## src/rtl/adder_pkg.sv

```systemverilog
// Shared definitions for the adder pipeline: default widths and the
// accumulator state encoding.
package adder_pkg;

  localparam int unsigned DEF_WIDTH = 6;
  localparam int unsigned DEF_COUNT = 8;
  localparam int unsigned DEF_ACC_W = 10;

  typedef enum logic {
    ST_ACC = 1'b0,
    ST_OUT = 1'b1
  } acc_state_e;

endpackage

```

## src/rtl/acc_add_sat.sv

```systemverilog
// Combinational ACC_W-bit adder returning the next accumulator value and
// the carry out of the top bit.
// Build option: SUM_ACCUMULATOR_SATURATE_EN clamps the sum to all-ones on
// carry; without it the sum wraps modulo 2^ACC_W.
module acc_add_sat #(
  parameter int unsigned ACC_W = 10
) (
  input  logic [ACC_W-1:0] a,
  input  logic [ACC_W-1:0] b,
  output logic [ACC_W-1:0] sum_c,
  output logic             carry_c
);

  logic [ACC_W:0] full;

  // Widen by one bit so the carry falls out of the add directly.
  always_comb begin
    full    = {1'b0, a} + {1'b0, b};
    carry_c = full[ACC_W];
`ifdef SUM_ACCUMULATOR_SATURATE_EN
    sum_c   = carry_c ? {ACC_W{1'b1}} : full[ACC_W-1:0];
`else
    sum_c   = full[ACC_W-1:0];
`endif
  end

endmodule

```

## src/rtl/sum_accumulator.sv

```systemverilog
// Accumulates COUNT accepted adder samples into an ACC_W-bit total and
// presents it with a sticky overflow flag on a valid/ready handshake.
// Build option: SUM_ACCUMULATOR_SATURATE_EN selects clamping instead of wrap.
module sum_accumulator
  import adder_pkg::*;
#(
  parameter int unsigned WIDTH = DEF_WIDTH,
  parameter int unsigned COUNT = DEF_COUNT,
  parameter int unsigned ACC_W = DEF_ACC_W
) (
  input  logic             clk,
  input  logic             rstn,
  input  logic             clear,
  input  logic             in_valid,
  output logic             in_ready,
  input  logic [WIDTH:0]   in_sum,
  output logic             out_valid,
  input  logic             out_ready,
  output logic [ACC_W-1:0] out_acc,
  output logic             out_ovf
);

  localparam int unsigned CNT_W = $clog2(COUNT + 1);

  acc_state_e       state, state_nxt;
  logic [ACC_W-1:0] acc, acc_nxt;
  logic [CNT_W-1:0] cnt, cnt_nxt;
  logic             ovf, ovf_nxt;
  logic [ACC_W-1:0] out_acc_nxt;
  logic             out_ovf_nxt;

  logic [ACC_W-1:0] add_b;
  logic [ACC_W-1:0] add_sum;
  logic             add_carry;
  logic             accept;
  logic             last;

  assign add_b = ACC_W'(in_sum);

  acc_add_sat #(
    .ACC_W (ACC_W)
  ) u_add (
    .a       (acc),
    .b       (add_b),
    .sum_c   (add_sum),
    .carry_c (add_carry)
  );

  // Handshake flags come from state only; clear and reset block intake.
  assign in_ready  = rstn & (state == ST_ACC) & ~clear;
  assign out_valid = (state == ST_OUT);
  assign accept    = in_valid & in_ready;
  assign last      = (cnt == CNT_W'(COUNT - 1));

  // State and datapath registers.
  always_ff @(posedge clk or negedge rstn) begin
    if (!rstn) begin
      state   <= ST_ACC;
      acc     <= '0;
      cnt     <= '0;
      ovf     <= 1'b0;
      out_acc <= '0;
      out_ovf <= 1'b0;
    end else begin
      state   <= state_nxt;
      acc     <= acc_nxt;
      cnt     <= cnt_nxt;
      ovf     <= ovf_nxt;
      out_acc <= out_acc_nxt;
      out_ovf <= out_ovf_nxt;
    end
  end

  // Next-state and datapath update for collect / present.
  always_comb begin
    state_nxt   = state;
    acc_nxt     = acc;
    cnt_nxt     = cnt;
    ovf_nxt     = ovf;
    out_acc_nxt = out_acc;
    out_ovf_nxt = out_ovf;
    if (clear) begin
      state_nxt = ST_ACC;
      acc_nxt   = '0;
      cnt_nxt   = '0;
      ovf_nxt   = 1'b0;
    end else begin
      case (state)
        ST_ACC: begin
          if (accept) begin
            if (last) begin
              out_acc_nxt = add_sum;
              out_ovf_nxt = ovf | add_carry;
              acc_nxt     = '0;
              cnt_nxt     = '0;
              state_nxt   = ST_OUT;
            end else begin
              acc_nxt = add_sum;
              cnt_nxt = cnt + CNT_W'(1);
              ovf_nxt = ovf | add_carry;
            end
          end
        end
        ST_OUT: begin
          if (out_ready) begin
            state_nxt = ST_ACC;
            ovf_nxt   = 1'b0;
          end
        end
        default: state_nxt = ST_ACC;
      endcase
    end
  end

endmodule

```

## config.mk

```make
export PLATFORM = sky130hd
export DESIGN_NAME = sum_accumulator
export DESIGN_NICKNAME = d
export VERILOG_FILES = /design/src/rtl/adder_pkg.sv /design/src/rtl/acc_add_sat.sv /design/src/rtl/sum_accumulator.sv
export SDC_FILE = /design/constraint.sdc
export NUM_CORES = 1
export LEC_CHECK = 0
export BUFFER_PORTS_ARGS = -buffer_cell sky130_fd_sc_hd__buf_2
export CAP_MARGIN = 20
export CELL_PAD_IN_SITES_DETAIL_PLACEMENT = 1
export CELL_PAD_IN_SITES_GLOBAL_PLACEMENT = 2
export CORE_MARGIN = 2
export CORE_UTILIZATION = 38
export DETAILED_ROUTE_END_ITERATION = 6
export GPL_TIMING_DRIVEN = 0
export PLACE_DENSITY_LB_ADDON = 0.12
export SLEW_MARGIN = 20
export SYNTH_ARGS = -nofsm -noshare
export SYNTH_HDL_FRONTEND = slang
export SYNTH_SLANG_ARGS = --single-unit
```

## constraint.sdc

```tcl
create_clock -name clk -period 5.01 [get_ports clk]
set_clock_uncertainty 0.2 [all_clocks]
set_input_delay 0.2505 -clock clk [delete_from_list [all_inputs] [get_ports clk]]
set_output_delay 0.2505 -clock clk [all_outputs]
set_load 0.01 [all_outputs]
```

==> reports/results.md <==
| Quantity | Reported |
|---|---|
| HPWL reported at the end of detailed placement | 2.55 mm |
| Most instantiated library cell after synthesis | dfrtp_1 |
| Largest delay contributor family on the critical path | buffers and inverters |
| Worst max-slew margin expressed relative to the limit | 48.5% |
| Final wirelength | 3.45 mm |
| Layout Utilization | 46.4% |
| Power share of the combinational group | 19.6% |
| Quantity of gates resized following cts | 0 |
| Hold buffer count at cts | 2 |
| Critical path endpoint category | flop |
| NumNets Final | 191 |
| Final Hold Violating Endpoints | 0 |
| Final setup TNS | 0 ps |
| Number of global-route vias before repair | 1303 |
| Synthesized instance count | 139 |
| Top cells by count, synth | dfrtp_1 (27), nand2_1 (21), a21oi_1 (8), a22o_1 (8), ha_1 (8) |
| Avg WL per Cell | 15.9 microns |
| Worst-skew pair later-pin latency | 280 ps |
| Series of cell instances along the critical path | dlygate4sd3_1, buf_2, nor4bb_1, buf_2, and2_1, buf_2, mux2_2 |
| Worst hold-check path type | input pin to flop |
| Last weighted congestion value of the routability-driven placer | 0.829 |
| Top-area cell type share of the netlist area | 46.1% |
| Final Max Tran Viols | 0 |
| Register bit total from synthesis | 27 |
| Clk network pwr share | 28.1% |
| Cell area after placement | 1650 sq um |
| RSZ-0062 raised after global routing | false |
| Root buffer cell | clkbuf_8 |
| Initial standard-cell utilization of the core | 39.7% |
| Pin count of the biggest net entering global routing | 31 |
| Fraction of layout cells with a size suffix above 1 | 21.9% |
| Post-CTS Setup Bufs | 0 |
| Number of nets still failing antenna checks after routing | 0 |
| Data required, critical path | 4980 ps |
| Final cell count without fillers | 217 |
| Net count after synthesis | 160 |
| Post-Synthesis Cell Area | 1470 sq um |
| First-pass iteration count of the detailed router | 4 |
| Transition time at the pin with the least slew margin | 770 ps |
| Worst-path fanout max | 30 |
| Final std cell area, no fill | 1710 sq um |
| Buffers from clock root to sink, at most | 2 |
| Height of the chip | 66.1 microns |
| Violation count after the first detailed-route iteration | 66 |
| Vias per std cell | 5.44 |
| Pwr per Cell Area | 270 nW/um^2 |
| Largest incremental delay on the critical path | 550 ps |
| Mean instance size in the synthesized netlist | 10.5 sq um |
| TritonCTS clock tree | yes |
| Crit path top cell by count | buf_2 |
| First-pass GRT wire length | 6.14 mm |
| Fraction of the yosys area taken by sequential cells | 46.1% |
| # DRC | 0 |
| Count of port buffers added during placement | 24 |
| CTS clk-pin slew, worst paths | 100 ps |
| Number of fillers in the final layout | 438 |
| EDFF count, synth | 0 |
| Critical-path cell with the highest stage delay | buf_2 |
| Ys Warns | 0 |
| Worst setup slack after layout | 2300 ps |
| Kind of critical path | input pin to flop |
| Antenna diodes | 0 |
| Psw | 0.137 mW |
| Most common flop cell mapped by yosys | dfrtp_1 |
| Synth area leader | dfrtp_1 |
| Placed Instances | 211 |
| Cells taking the most area after synthesis | dfrtp_1 (46%), ha_1 (6.8%), nand2_1 (5.4%) |
| Minimum clock period | 2710 ps |
| Unique masters post-synth | 36 |
| Fmax achieved | 0.369 GHz |
| Seq pwr share | 52.2% |
| Area of the die | 4370 sq um |
| Max rail drop VDD | 141 uV |
| Internal power summed over all cells | 0.325 mW |
| Total number of vias | 1180 |
| Core region area | 3690 sq um |
| Ports | 25 |
| FFs w/ async S/R, synth | 100% |
| Layout overhead on the synthesized area | 16.7% |
| Die width | 66.1 microns |
| Number of clock buffers inserted by TritonCTS | 3 |
| Overall fraction of global-route tracks in use | 18.4% |
| Number of H-tree levels | 1 |
| Worst slack after detailed placement | 2490 ps |
| Worst Path Buf+Inv | 4 |
| Global route total overflow | 0 |
| Count of max-cap constraint violations | 0 |
| Row count | 22 |
| Worst path arrival time | 2690 ps |
| Final setup viols | 0 |
| Kind of start point of the critical path | input pin |
| Leakage dissipation | 0.937 nW |
| Switching fraction of total power | 29.7% |
| Initial antenna violation count | 0 |
| Clock sinks | 27 |
| Run status | complete, no violations |
| Final Cycle Share | 54.2% |
==> power groups by stage <==
stage / logic (mW) / clock network (mW) / registers [mW]
global route: 0.103 / 0.141 / 0.245
CTS: 0.0921 / 0.132 / 0.242
global placement: 0.0867 / 0 / 0.245
detailed placement: 0.0903 / 0 / 0.246
floorplan: 0.0641 / 0 / 0.242
finish: 0.0908 / 0.130 / 0.242
==> layout by cell type, fill, tap and decap left out, drive strengths merged, types with 3 or more instances in the layout <==
master / Yosys / final
a211o: 3 / 3
a211oi: 3 / 3
a21o: 5 / 5
a21oi: 8 / 8
a22o: 8 / 8
a31oi: 3 / 3
buf: 3 / 27
clkbuf: 0 / 4
dfrtp: 27 / 27
ha: 8 / 8
mux2: 5 / 5
nand2: 22 / 22
nor2: 6 / 6
o21ai: 6 / 6
xnor2: 3 / 3
xor2: 3 / 3
==> layout make-up <==
type | instances | area, sq um | share of cell area (%)
buffer | 3 | 15.0 | 0.878
clock buffer | 4 | 45.0 | 2.63
inverter | 2 | 7.51 | 0.439
multi-input combinational | 107 | 767 | 44.8
sequential | 27 | 676 | 39.5
tap | 48 | 60.1 | 3.51
timing repair buffer | 26 | 140 | 8.19
==> per-layer routing <==
layer  vias up  GRT usage, %  part of all wire (%)
met2        20          31.1                    48
li1        579             -                     -
met5         -             0                     0
met3         5          2.21                   2.9
met4         0          6.89                   1.6
met1       576          24.0                    48
==> per-stage QoR <==
stage | power (mW) | hold slack, ps
6_report | 0.463 | 0.862
5_1_grt | 0.488 | 19.0
3_3_place_gp | 0.332 | 110
2_1_floorplan | 0.306 | -245
3_5_place_dp | 0.337 | 130
4_1_cts | 0.466 | 0.0593
==> cells by family (layout without fill, tap and decap cells) <==
| kind of cell | count (synthesis) | in the layout | synth area share (%) |
|---|---|---|---|
| xor gates and xnor gates | 6 | 6 | 3.59 |
| buffers and inverters | 5 | 35 | 1.54 |
| muxes | 5 | 5 | 3.84 |
| adders and majority gates | 9 | 9 | 8.20 |
| AOI/OAI and AO/OA | 48 | 48 | 23.4 |
| and+or+nand+nor | 39 | 39 | 13.3 |
| DFF | 27 | 27 | 46.1 |
==> final timing paths <==
kind	from	to	slack (ps)	depth (start not counted)
worst max-delay path	rstn	out_acc[3]	2300	7
worst min-delay path	clear	cnt[2]	0.9	2
worst max register to register	acc[0]	out_ovf	2660	6
worst min register to register	out_acc[1]	out_acc[1]	280	2
max in group asynchronous	rstn	out_valid	3850	2
min in group asynchronous	rstn	acc[1]	330	2
==> registers in the layout, summed over array words and instances (netlist names) <==
signal / cells
acc: 10
out_valid: 1
out_acc: 10
cnt: 4
out_ovf: 1
ovf: 1
Note: power is estimated with default switching activity, not from simulation.
